--- config.mk ---
export PLATFORM = sky130hd
export DESIGN_NAME = ex_stage
export DESIGN_NICKNAME = d
export VERILOG_FILES = /design/src/rtl/ex_stage_pkg.sv /design/src/rtl/ex_stage_div.sv /design/src/rtl/ex_stage.sv
export SDC_FILE = /design/constraint.sdc
export NUM_CORES = 1
export LEC_CHECK = 0
export CORE_MARGIN = 4
export CORE_UTILIZATION = 26
export DETAILED_ROUTE_END_ITERATION = 8
export GPL_TIMING_DRIVEN = 0
export RECOVER_POWER = 25
export REMOVE_ABC_BUFFERS = 1
export SYNTH_ARGS = -nofsm -noshare
export SYNTH_HDL_FRONTEND = slang
export SYNTH_HIERARCHICAL = 1
export SYNTH_SLANG_ARGS = --single-unit
--- constraint.sdc ---
create_clock -name clk -period 17.5 [get_ports clk]
set_clock_uncertainty 0.1 [all_clocks]
set_input_delay 4.375 -clock clk [delete_from_list [all_inputs] [get_ports clk]]
set_output_delay 4.375 -clock clk [all_outputs]
set_load 0.02 [all_outputs]
--- src/rtl/ex_stage_pkg.sv ---
// Shared definitions for the execute stage: bus widths, the stall vector
// type and encodings, ALU and divide opcodes, the ID->EX bus layout and the
// divider FSM state type.
package ex_stage_pkg;

  localparam int DATA_W       = 32;
  localparam int ID_TO_EX_WD  = 146;
  localparam int EX_TO_MEM_WD = 76;
  localparam int EX_TO_ID_WD  = 38;
  localparam int STALL_WD     = 6;

  // Stall vector: one bit per pipeline stage, index 2 = EX, index 3 = MEM.
  typedef logic [STALL_WD-1:0] StallBus;
  localparam int   STG_EX  = 2;
  localparam int   STG_MEM = 3;
  localparam logic Stop    = 1'b1;
  localparam logic NoStop  = 1'b0;

  localparam logic [3:0] ALU_ADD  = 4'd0;
  localparam logic [3:0] ALU_SUB  = 4'd1;
  localparam logic [3:0] ALU_AND  = 4'd2;
  localparam logic [3:0] ALU_OR   = 4'd3;
  localparam logic [3:0] ALU_XOR  = 4'd4;
  localparam logic [3:0] ALU_NOR  = 4'd5;
  localparam logic [3:0] ALU_SLT  = 4'd6;
  localparam logic [3:0] ALU_SLTU = 4'd7;
  localparam logic [3:0] ALU_SLL  = 4'd8;
  localparam logic [3:0] ALU_SRL  = 4'd9;
  localparam logic [3:0] ALU_SRA  = 4'd10;
  localparam logic [3:0] ALU_LUI  = 4'd11;
  localparam logic [3:0] ALU_MFHI = 4'd12;
  localparam logic [3:0] ALU_MFLO = 4'd13;
  localparam logic [3:0] ALU_MTHI = 4'd14;
  localparam logic [3:0] ALU_MTLO = 4'd15;

  localparam logic [1:0] DIV_NONE = 2'b00;
  localparam logic [1:0] DIV_S    = 2'b01;
  localparam logic [1:0] DIV_U    = 2'b10;

  typedef struct packed {
    logic [31:0] pc;
    logic [3:0]  alu_op;
    logic [1:0]  div_op;
    logic [31:0] src_a;
    logic [31:0] src_b;
    logic [31:0] store_data;
    logic        data_ram_en;
    logic [3:0]  data_ram_wen;
    logic        sel_rf_res;
    logic        rf_we;
    logic [4:0]  rf_waddr;
  } id_ex_t;

  typedef enum logic [1:0] {
    DIV_IDLE = 2'd0,
    DIV_RUN  = 2'd1,
    DIV_DONE = 2'd2
  } div_state_e;

endpackage

--- src/rtl/ex_stage_div.sv ---
// Iterative restoring divider, one quotient bit per cycle.
// Ports:
//   clk, rst     clock, synchronous active-high reset (FSM only)
//   start        a divide is present in EX
//   is_signed    1 = DIV (signed), 0 = DIVU
//   a, b         dividend, divisor
//   ack          EX advances this cycle; commits a finished result
//   busy         stall request (start seen in IDLE, or iterating)
//   done         result valid on q/r
//   q, r         sign-corrected quotient and remainder
// Divide by zero finishes immediately with q = all ones, r = a.
module div_iter
  import ex_stage_pkg::*;
#(
  parameter int DATA_W   = 32,
  parameter int DIV_ITER = 32
) (
  input  logic              clk,
  input  logic              rst,
  input  logic              start,
  input  logic              is_signed,
  input  logic [DATA_W-1:0] a,
  input  logic [DATA_W-1:0] b,
  input  logic              ack,
  output logic              busy,
  output logic              done,
  output logic [DATA_W-1:0] q,
  output logic [DATA_W-1:0] r
);

  localparam int CNT_W = (DIV_ITER > 1) ? $clog2(DIV_ITER) : 1;
  localparam logic [CNT_W-1:0] CNT_LAST = CNT_W'(DIV_ITER - 1);

  div_state_e state_r, state_nxt;

  logic [CNT_W-1:0]  cnt_r;
  logic [DATA_W-1:0] rem_r, quo_r, dvs_r;
  logic              neg_q_r, neg_r_r;

  logic              sign_a, sign_b, b_zero;
  logic [DATA_W:0]   shifted;
  logic [DATA_W-1:0] rem_sub;
  logic              fits;

  // Magnitude of a two's-complement value when neg is set; the most negative
  // value maps to its correct unsigned magnitude 2^(DATA_W-1).
  function automatic logic [DATA_W-1:0] mag(input logic signed [DATA_W-1:0] v,
                                            input logic                     neg);
    return neg ? DATA_W'(-v) : DATA_W'(v);
  endfunction

  assign sign_a = is_signed & a[DATA_W-1];
  assign sign_b = is_signed & b[DATA_W-1];
  assign b_zero = (b == '0);

  // Restoring step: shift the next dividend bit into the partial remainder
  // and subtract the divisor if it fits. rem_sub is exact whenever fits=1
  // because the partial remainder is always below the divisor.
  assign shifted = {rem_r, quo_r[DATA_W-1]};
  assign fits    = (shifted >= {1'b0, dvs_r});
  assign rem_sub = shifted[DATA_W-1:0] - dvs_r;

  always_ff @(posedge clk) begin
    if (rst) state_r <= DIV_IDLE;
    else     state_r <= state_nxt;
  end

  always_comb begin
    state_nxt = state_r;
    case (state_r)
      DIV_IDLE: if (start) state_nxt = b_zero ? DIV_DONE : DIV_RUN;
      DIV_RUN:  if (cnt_r == CNT_LAST) state_nxt = DIV_DONE;
      DIV_DONE: if (ack) state_nxt = DIV_IDLE;
      default:  state_nxt = DIV_IDLE;
    endcase
  end

  always_comb begin
    busy = ((state_r == DIV_IDLE) && start) || (state_r == DIV_RUN);
    done = (state_r == DIV_DONE);
  end

  // Datapath: operand latch on start, one shift/subtract per RUN cycle.
  always_ff @(posedge clk) begin
    if (state_r == DIV_IDLE && start) begin
      cnt_r <= '0;
      if (b_zero) begin
        quo_r   <= '1;
        rem_r   <= a;
        dvs_r   <= '0;
        neg_q_r <= 1'b0;
        neg_r_r <= 1'b0;
      end else begin
        quo_r   <= mag(a, sign_a);
        rem_r   <= '0;
        dvs_r   <= mag(b, sign_b);
        neg_q_r <= sign_a ^ sign_b;
        neg_r_r <= sign_a;
      end
    end else if (state_r == DIV_RUN) begin
      cnt_r <= cnt_r + 1'b1;
      rem_r <= fits ? rem_sub : shifted[DATA_W-1:0];
      quo_r <= {quo_r[DATA_W-2:0], fits};
    end
  end

  assign q = neg_q_r ? DATA_W'(-quo_r) : quo_r;
  assign r = neg_r_r ? DATA_W'(-rem_r) : rem_r;

endmodule

--- src/rtl/ex_stage.sv ---
// Execute stage: ID->EX pipeline register, ALU, data SRAM request, HI/LO
// registers and the iterative divider with its stall request.
// Ports:
//   clk, rst          clock, synchronous active-high reset
//   stall             stall vector (bit 2 = EX, bit 3 = MEM)
//   id_to_ex_bus      decoded instruction from ID
//   ex_to_mem_bus     {pc, data_ram_en, data_ram_wen, sel_rf_res, rf_we, rf_waddr, ex_result}
//   ex_to_id_bus      forwarding {rf_we, rf_waddr, ex_result}
//   ex_is_load        load in EX, for the load-use stall in ID
//   stallreq_for_ex   divider busy
//   data_sram_*       data SRAM request
module ex_stage
  import ex_stage_pkg::*;
#(
  parameter int DIV_ITER = 32
) (
  input  logic                    clk,
  input  logic                    rst,
  input  StallBus                 stall,
  input  logic [ID_TO_EX_WD-1:0]  id_to_ex_bus,
  output logic [EX_TO_MEM_WD-1:0] ex_to_mem_bus,
  output logic [EX_TO_ID_WD-1:0]  ex_to_id_bus,
  output logic                    ex_is_load,
  output logic                    stallreq_for_ex,
  output logic                    data_sram_en,
  output logic [3:0]              data_sram_wen,
  output logic [31:0]             data_sram_addr,
  output logic [31:0]             data_sram_wdata
);

  id_ex_t      id_ex_p0;
  logic [31:0] hi_r, lo_r;
  logic [31:0] ex_result;
  logic        ex_go;
  logic        div_busy, div_done;
  logic [31:0] div_q, div_r;
  logic [3:0]  unused_stall_bits;

  assign unused_stall_bits = {stall[5:4], stall[1:0]};
  assign ex_go = (stall[STG_EX] == NoStop);

  // ---- ID -> EX boundary ----
  always_ff @(posedge clk) begin
    if (rst)
      id_ex_p0 <= '0;
    else if (stall[STG_EX] == Stop && stall[STG_MEM] == NoStop)
      id_ex_p0 <= '0;
    else if (stall[STG_EX] == NoStop)
      id_ex_p0 <= id_ex_t'(id_to_ex_bus);
  end

  // ALU: 32-bit wrap-around, no overflow trap.
  always_comb begin
    logic signed [31:0] a_s, b_s;
    a_s       = $signed(id_ex_p0.src_a);
    b_s       = $signed(id_ex_p0.src_b);
    ex_result = '0;
    case (id_ex_p0.alu_op)
      ALU_ADD:  ex_result = id_ex_p0.src_a + id_ex_p0.src_b;
      ALU_SUB:  ex_result = id_ex_p0.src_a - id_ex_p0.src_b;
      ALU_AND:  ex_result = id_ex_p0.src_a & id_ex_p0.src_b;
      ALU_OR:   ex_result = id_ex_p0.src_a | id_ex_p0.src_b;
      ALU_XOR:  ex_result = id_ex_p0.src_a ^ id_ex_p0.src_b;
      ALU_NOR:  ex_result = ~(id_ex_p0.src_a | id_ex_p0.src_b);
      ALU_SLT:  ex_result = {31'b0, (a_s < b_s)};
      ALU_SLTU: ex_result = {31'b0, (id_ex_p0.src_a < id_ex_p0.src_b)};
      ALU_SLL:  ex_result = id_ex_p0.src_b << id_ex_p0.src_a[4:0];
      ALU_SRL:  ex_result = id_ex_p0.src_b >> id_ex_p0.src_a[4:0];
      ALU_SRA:  ex_result = 32'(b_s >>> id_ex_p0.src_a[4:0]);
      ALU_LUI:  ex_result = {id_ex_p0.src_b[15:0], 16'h0};
      ALU_MFHI: ex_result = hi_r;
      ALU_MFLO: ex_result = lo_r;
      default:  ex_result = id_ex_p0.src_a;  // MTHI / MTLO pass a through
    endcase
  end

  div_iter #(
    .DATA_W   (32),
    .DIV_ITER (DIV_ITER)
  ) u_div (
    .clk       (clk),
    .rst       (rst),
    .start     (id_ex_p0.div_op != DIV_NONE),
    .is_signed (id_ex_p0.div_op == DIV_S),
    .a         (id_ex_p0.src_a),
    .b         (id_ex_p0.src_b),
    .ack       (ex_go),
    .busy      (div_busy),
    .done      (div_done),
    .q         (div_q),
    .r         (div_r)
  );

  // HI/LO: divide commit and MTHI/MTLO happen only as EX advances, and a
  // single instruction occupies EX, so the branches never collide.
  always_ff @(posedge clk) begin
    if (rst) begin
      hi_r <= '0;
      lo_r <= '0;
    end else if (ex_go) begin
      if (div_done) begin
        lo_r <= div_q;
        hi_r <= div_r;
      end else if (id_ex_p0.alu_op == ALU_MTHI) begin
        hi_r <= id_ex_p0.src_a;
      end else if (id_ex_p0.alu_op == ALU_MTLO) begin
        lo_r <= id_ex_p0.src_a;
      end
    end
  end

  assign stallreq_for_ex = div_busy;

  assign ex_to_mem_bus = {id_ex_p0.pc, id_ex_p0.data_ram_en, id_ex_p0.data_ram_wen,
                          id_ex_p0.sel_rf_res, id_ex_p0.rf_we, id_ex_p0.rf_waddr, ex_result};
  assign ex_to_id_bus  = {id_ex_p0.rf_we, id_ex_p0.rf_waddr, ex_result};
  assign ex_is_load    = id_ex_p0.data_ram_en & (id_ex_p0.data_ram_wen == 4'h0) & id_ex_p0.rf_we;

  assign data_sram_en    = id_ex_p0.data_ram_en;
  assign data_sram_wen   = id_ex_p0.data_ram_wen;
  assign data_sram_addr  = ex_result;
  assign data_sram_wdata = id_ex_p0.store_data;

endmodule

### After elaboration in Yosys (flattened, before gate mapping)

Index checks and enable logic that the tools add are counted.

* register bits after elaboration: 315
* output and inout port bits: 185
* bits of input ports: 154
* logic and storage cells: 105

* bitwise gates (word level): 11
* shifts and indexed selects: 3
* add/sub/neg operators: 8
* equal/unequal tests: 23
* reduce and logical (&&, ||, !) cells: 15
* muxes and demuxes: 22
* magnitude comparators: 3

Operator list (number)
* two-way mux 32 bit: 16
* case mux 32 bit (14 select lines): 1
* negation 32 bit: 4
* < comparator 32 bit: 2
* subtractor 32 bit: 2
* >= comparator 33 x 32 -> 1 bit: 1
* adder 32 bit: 1
* bitwise AND 32 bit: 1
* == test 4 bit, second input constant: 8
* logical NOT 32 bit: 1
* NOT 32 bit: 1
* OR 32 bit: 1
* << shifter 32 x 5 -> 32 bit: 1
* right shift 32 x 5 -> 32 bit: 1
* >>> shifter 32 x 5 -> 32 bit: 1
* bitwise XOR 32 bit: 1
* == test 4 x 3 -> 1 bit, second input constant: 4
* == test 4 x 2 -> 1 bit, second input constant: 2
* logical NOT 4 bit: 2
* two-way mux 2 bit: 4
* nonzero test 2 bit: 4
* case mux 2 bit (3 select lines): 1
* AND reduction 3 bit: 2
* adder 5 x 1 -> 5 bit, second input constant: 1
* other kinds (14): 22

### Longest topological paths before layout

Gate-level depths: netlist of run 1.

* depth in word-level cells: 5
* depth in mapped cells: 18
* gate-level depth less buffers: 13

### Cells and area by module

The synthesis of run 1 kept the hierarchy.

By module, submodules not included
* ex_stage: instances 1, area each 18684.2 um2, cells an instance 2504, sequential area each 4204.0 um2
* div_iter: instances 1, area each 8678.3 um2, cells an instance 1002, sequential area each 3083.0 um2

### Worst setup path after synthesis of run 1

OpenSTA, ideal clock, no wires.

* kind: register to output
* start point: register id_ex_p0[78] in the netlist's numbering
* end point: output ex_to_id_bus[30]
* data required time: 13.025 ns
* slack: 8.442 ns
* cell stages (with the launch flop): 19
* arrival time: 4.583 ns
* path buffers: 6
* cells stage by stage: dfxtp_1 buf_6 inv_1 buf_1 buf_1 buf_2 ha_1 buf_2 nor2b_1 o31a_1 o21ai_2 o21bai_2 a221oi_2 o311ai_1 o21ai_1 nand2_1 o2111a_1 a211oi_1 buf_4

* longest elaborated chain between the ends: 2
* elaborated cells on any way between the ends: 6
* classes of those cells: add/sub (2); shift (3); mux (1)

Ends and longest elaborated chain
* start, declared: line ex_stage.sv:31 `id_ex_t id_ex_p0;`
* start signal, assigned: line ex_stage.sv:49 `id_ex_p0 <= id_ex_t'(id_to_ex_bus);`
* subtractor 32 bit (tied with other cells): line ex_stage.sv:60 `ALU_SUB: ex_result = id_ex_p0.src_a - id_ex_p0.src_b;`
* case mux 32 bit (14 select lines) *: line ex_stage.sv:58 `case (id_ex_p0.alu_op)`
* end, declared: line ex_stage.sv:22 `output logic [EX_TO_ID_WD-1:0] ex_to_id_bus,`

Mark *: on every way between the ends. The rest lies on a longest branch, timed or not.

### Worst setup path after layout of run 1

* start point: register id_ex_p0[79] in the netlist's numbering
* end point: output ex_to_mem_bus[0]

* longest elaborated chain between the ends: 2
* elaborated cells on any way between the ends: 6
* classes of those cells: order compare (2); shift (3); mux (1)

Ends and longest elaborated chain
* < comparator 32 bit (tied with other cells): line ex_stage.sv:66 `ALU_SLTU: ex_result = {31'b0, (id_ex_p0.src_a < id_ex_p0.src_b)};`
* case mux 32 bit (14 select lines) *: line ex_stage.sv:58
* end, declared: line ex_stage.sv:21 `output logic [EX_TO_MEM_WD-1:0] ex_to_mem_bus,`

Marked as above.

==> results of run 1 <==
-- worst max-delay path, stage by stage (launching register included) --
cell and delay (ps):
dfxtp_4 960, clkinv_1 1210, ha_1 840, or3_1 170
o211ai_2 110, a211oi_2 440, o31ai_2 130, a31o_2 310
a41oi_1 590, o21ai_1 210, a21oi_1 300, o211ai_1 270
a31oi_1 580, clkdlybuf4s50_1 740
-- final timing paths --
| check | endpoint | depth (start not counted) |
|---|---|---|
| min | ex_to_mem_bus[58] | 2 |
| max | ex_to_mem_bus[0] | 13 |
| min reg2reg | ex_to_mem_bus[58] | 2 |
| max reg2reg | u_div/rem_r[31] | 6 |
-- final cells by class --
class / count / area (um2)
Sequential cell: 315 / 7300
Multi-Input combinational cell: 2650 / 17500
Tap cell: 1380 / 1730
Antenna cell: 3 / 7.51
Clock inverter: 23 / 250
Inverter: 152 / 572
Timing Repair Buffer: 372 / 3980
Clock buffer: 49 / 1060
Fill cell: 11100 / 71500
-- metrics by stage --
stage | utilization [%] | hold slack, ps | TNS [ps]
after global routing | 31.2 | 417 | 0
after global placement | 29.2 | 373 | -934680
after CTS | 31.2 | 396 | 0
after detailed placement | 30.0 | 383 | 0
after floorplan | - | 367 | 0
final | 31.2 | 388 | 0
-- sequential cells by signal, indices dropped and copies added (netlist names), 32 cells and up --
signal           cells
id_ex_p0            70
ex_to_mem_bus       33
data_sram_wdata     32
hi_r                32
lo_r                32
u_div/dvs_r         32
u_div/quo_r         32
u_div/rem_r         32
-- metal layers --
layer  wire length, um  global-route usage (%)  vias up
met5                34                       0        -
met4              5280                    8.63        4
met3              9450                    3.47      225
met2             49000                    30.1     1233
met1             45800                    24.7    12900
li1                  -                       -    12500
-- cells in the final DEF, fill, tap and decap left out, drive strengths merged, types with 23 or more instances in the layout --
cell type / count
nor2: 535
clkdlybuf4s50: 332
a21oi: 314
nand2: 270
mux2i: 234
dfxtp: 217
o21ai: 215
inv: 152
ha: 135
xnor2: 106
a211oi: 101
edfxtp: 98
clkbuf: 53
xor2: 47
nor3: 45
nand3: 43
buf: 36
nand2b: 34
o31ai: 30
a31oi: 29
a221oi: 28
a21o: 27
o211ai: 26
or3: 26
a22oi: 25
nor2b: 23
-- cells by family after synthesis --
family | Yosys count
compound gates | 1011
xor+xnor | 153
buf+inv | 541
mux | 270
flops | 315
simple gates | 1078
fa+ha+maj | 138
-- power by group through the flow --
stage / Sequential [mW] / Combinational (mW) / Clock (mW)
2_1_floorplan: 0.940 / 0.654 / 0
3_3_place_gp: 0.980 / 1.04 / 0
3_5_place_dp: 0.968 / 1.04 / 0
4_1_cts: 0.953 / 1.05 / 0.870
5_1_grt: 0.967 / 1.14 / 0.901
6_report: 0.959 / 1.06 / 0.843
==> results.json, run 1 <==
{
  "port_buffers": 334,
  "cts_tree": "done",
  "grt_first_pass_wirelength_um": 163000,
  "placed_area_mm2": 0.0311,
  "die_w_um": 332,
  "synth_cell_types": 104,
  "violations": "capacitance limit, slew limit",
  "grt_max_degree": 96,
  "synth_edf_count": 98,
  "slew_headroom_pct": -123,
  "reg2reg_slack_ps": 10160,
  "rsz0062_at_grt": "no",
  "synth_top_family_by_area": "compound AO/OA/AOI/OAI gates",
  "cellPowerDensity_mw_per_mm2": 88.2,
  "pre_cts_slack_ps": 6330,
  "setup_slack_ps": 5530,
  "synth_fa_ha_area_share_pct": 6.39,
  "worstPathRequired_ps": 13030,
  "switching_share_pct": 37.7,
  "yosysSeqAreaShare_pct": 26.6,
  "synth_ff_type": "dfxtp_1",
  "synth_mux_area_share_pct": 10.9,
  "drt_iter0_markers": 2545,
  "crit_start": "id_ex_p0[79]",
  "p_leak_nw": 12.2,
  "seq_power_share_pct": 33.6,
  "tightest_slew_ps": 3320,
  "layoutNonFillerInstCount": 4944,
  "postRouteAntennaNets": 0,
  "netlist_top_cells_count": "535 x nor2_1, 313 x a21oi_1, 270 x nand2_1, 234 x mux2i_1, 217 x dfxtp_1",
  "synth.most_common_cell": "nor2_1",
  "timing.final.hold_violations": 0,
  "design.die.area_mm2": 0.110,
  "ys_async_sr_fraction_pct": 0,
  "p_comb_share_pct": 36.9,
  "postCtsHoldBufs": 0,
  "peakVddDrop_uv": 62.2,
  "synthTopCellsByArea": "dfxtp_1 16%, edfxtp_1 11%, mux2i_1 8.6%",
  "synth-simple-area-share_pct": 17.4,
  "num_rows": 118,
  "drive_gt1_share_pct": 5.64,
  "cts_buffers": 40,
  "dp_cells": 4868,
  "grt-ovfl-total": 0,
  "post-synth-top-area-cell": "dfxtp_1",
  "worstReg2RegStart": "id_ex_p0[108]",
  "critPathCaptureType": "output pin",
  "ys_warn_count": 6,
  "synth_xor_area_share_pct": 4.90,
  "dpl.hpwl_um": 82600,
  "grt_pass1_vias": 25700,
  "h-tree-depth": 2,
  "core_mm2": 0.104,
  "arrival_ps": 7500,
  "cts_max_path_buffers": 3,
  "syn_inst": 3506,
  "io_pins": 339,
  "place_congestion": 0.978,
  "wl_per_cell_um": 22.2,
  "syn_area_mm2": 0.0274,
  "antenna_found_initial": 5,
  "power_mw": 2.86,
  "grt_use_total_pct": 18.8,
  "path_clk_slew_ps": 60,
  "startpoint_type": "flop",
  "clock-sinks": 315,
  "syn_avg_cell_area_um2": 7.80,
  "drv_cap": 5,
  "vias": 26800,
  "vias_per_cell": 5.43,
  "fin_nets": 3823,
  "post-cts-setup-buffer-count": 0,
  "synth-seq-cells": 315,
  "fin_crit_ps": 11970,
  "hold_path.class": "flop to flop",
  "min_from": "ex_to_mem_bus[58]",
  "clock.fmax_mhz": 83.5,
  "drt_pre_antenna_iters": 6,
  "cts-root-buf": "clkbuf_16",
  "synth_compound_area_share_pct": 24.1,
  "cts_resized": 0,
  "start_util_pct": 26.3,
  "setup_viol": 0,
  "worstPathMaxFanout": 92,
  "die_h_um": 332,
  "area.growth.synth_to_final_pct": 18.5,
  "worstSetupPathType": "flop to output pin",
  "drc": 0,
  "clock_latency_ps": 580,
  "wl_um": 110000,
  "post-route-period-util_pct": 68.4,
  "design_area_mm2": 0.0324,
  "clkPwrFrac_pct": 29.5,
  "synth_top_area_share_pct": 15.9,
  "slew_viol_final": 230,
  "p_int_mw": 1.78,
  "outcome": "finished, violations left",
  "p_sw_mw": 1.08
}
Power figures use the tool's default switching activity.
==> run 2: changes to the inputs <==
==> constraint.sdc (replaced) <==
create_clock -name clk -period 9.9 [get_ports clk]
set_clock_uncertainty 0.1 [all_clocks]
set_input_delay 2.475 -clock clk [delete_from_list [all_inputs] [get_ports clk]]
set_output_delay 2.475 -clock clk [all_outputs]
set_load 0.02 [all_outputs]
==> results.json, run 2 (synthesis gave the netlist of run 1 again) <==
{
  "outcome": "finished, violations left",
  "violations": "capacitance limit, slew limit",
  "grt_pass1_vias": 25700,
  "design.die.area_mm2": 0.110,
  "hold_path.class": "flop to flop",
  "crit_slowest_cell": "dfxtp_4",
  "arrival_ps": 6930,
  "pre_cts_slack_ps": 631,
  "rsz0062_at_grt": "no",
  "io_pins": 339,
  "cellPowerDensity_mw_per_mm2": 156,
  "cp_num_buf_inv": 2,
  "grt_first_pass_wirelength_um": 163000,
  "cts-root-buf": "clkbuf_16",
  "design_area_mm2": 0.0324,
  "fin_crit_ps": 9510,
  "peakVddDrop_uv": 110,
  "mostFrequentLayoutCell": "nor2_1",
  "drv_cap": 4,
  "num-fill-cells": 11100,
  "drt_iter0_markers": 2622,
  "worstSetupPathType": "flop to output pin",
  "tightest_slew_ps": 3290,
  "path_clk_slew_ps": 60,
  "num_rows": 118,
  "vias_per_cell": 5.45,
  "switching_share_pct": 37.7,
  "drt_pre_antenna_iters": 6,
  "worstPathMaxFanout": 92,
  "fin_nets": 3823,
  "route.top_layer_used": "met5",
  "drc": 0,
  "top_register": "id_ex_p0",
  "core_mm2": 0.104,
  "timing.final.hold_violations": 0,
  "wl_met1_um": 45700,
  "setup_viol": 0,
  "slew_headroom_pct": -121,
  "startpoint_type": "flop",
  "antenna_found_initial": 5,
  "place_congestion": 0.978,
  "p_int_mw": 3.15,
  "critPathTopFamily": "compound AO/OA/AOI/OAI gates",
  "largest_reg_flops": 70,
  "setup_slack_ps": 392,
  "h-tree-depth": 2,
  "postRouteAntennaNets": 0,
  "slew_viol_final": 195,
  "wl_met3_um": 9560,
  "clock.fmax_mhz": 105,
  "final_cell_mix": "531 x nor2_1, 332 x clkdlybuf4s50_1, 313 x a21oi_1",
  "layoutNonFillerInstCount": 4944,
  "clkPwrFrac_pct": 29.5,
  "grt_use_total_pct": 18.8,
  "worstPathRequired_ps": 7330,
  "grt-ovfl-total": 0,
  "area.growth.synth_to_final_pct": 18.5,
  "critPathCaptureType": "output pin",
  "start_util_pct": 26.3,
  "cts_max_path_buffers": 3,
  "seq_power_share_pct": 33.6,
  "cp_cell_sequence": "clkinv_2, ha_1, or3_1, o211ai_2, a211oi_2, o31ai_2, a31o_2, a41oi_1, o21ai_1, a21oi_1, o211ai_1, a31oi_1, clkdlybuf4s50_1",
  "wl_per_cell_um": 22.2,
  "post-route-period-util_pct": 96.0,
  "clock-sinks": 315,
  "die_h_um": 332,
  "cts_tree": "done",
  "die_w_um": 332,
  "drive_gt1_share_pct": 5.64,
  "dpl.hpwl_um": 82600,
  "post-cts-setup-buffer-count": 0,
  "wl_um": 110000,
  "port_buffers": 334,
  "dp_cells": 4868,
  "wl_met2_um": 48900,
  "hold_slack_ps": 388,
  "p_sw_mw": 1.90,
  "grt_max_degree": 96,
  "p_comb_share_pct": 36.9,
  "cts_buffers": 40,
  "clock_latency_ps": 580,
  "placed_area_mm2": 0.0311,
  "p_leak_nw": 12.2,
  "utilization_pct": 31.2,
  "vias": 26900,
  "slowest_delay_ps": 980
}
run 2: worst min-delay path: stages, from the launching register on:
cell and delay [ps]:
dfxtp_1 320, mux2i_1 60, nor2_1 70
run 2: path summary, 6_finish.rpt:
kind,startpoint,depth (start not counted),to,slack [ps]
hold reg to reg,ex_to_mem_bus[58],2,ex_to_mem_bus[58],390
hold / removal,ex_to_mem_bus[58],2,ex_to_mem_bus[58],390
setup reg to reg,id_ex_p0[108],6,u_div/rem_r[31],2580
setup / recovery,id_ex_p0[79],13,ex_to_mem_bus[0],390
run 2: per-layer routing:
metal | global-route usage [%] | vias to the layer above
met3 | 3.47 | 258
met4 | 8.63 | 4
li1 | - | 12500
met1 | 24.7 | 12800
met5 | 0 | -
met2 | 30.1 | 1330
run 2: final cells by class:
| class | count | area [um2] | area share (%) |
|---|---|---|---|
| diodes | 3 | 7.51 | 0.0232 |
| clock inverters | 23 | 250 | 0.772 |
| flip-flops and latches | 315 | 7300 | 22.5 |
| well taps | 1380 | 1730 | 5.33 |
| multi-input cells | 2650 | 17500 | 54.0 |
| inverters | 152 | 573 | 1.77 |
| repair buffers | 372 | 3980 | 12.3 |
| clock buffers | 49 | 1060 | 3.28 |
run 2: timing repair:
item                                    CTS  global route
gates resized for setup                   1             0
endpoints found under the setup margin    3             0
hold buffers                              0             0
run 2: power groups by stage:
stage	Combinational (mW)	Clock (mW)	Sequential (mW)
floorplan	1.16	0	1.66
global placement	1.83	0	1.73
detailed placement	1.84	0	1.71
CTS	1.85	1.54	1.69
global route	2.01	1.59	1.71
finish	1.87	1.49	1.70
run 2: metrics by stage:
stage                     power (mW)  setup TNS [ps]
after global placement          3.57        -2159320
final                           5.05               0
after global routing            5.32               0
after detailed placement        3.55               0
after CTS                       5.07               0
after floorplan                 2.82               0
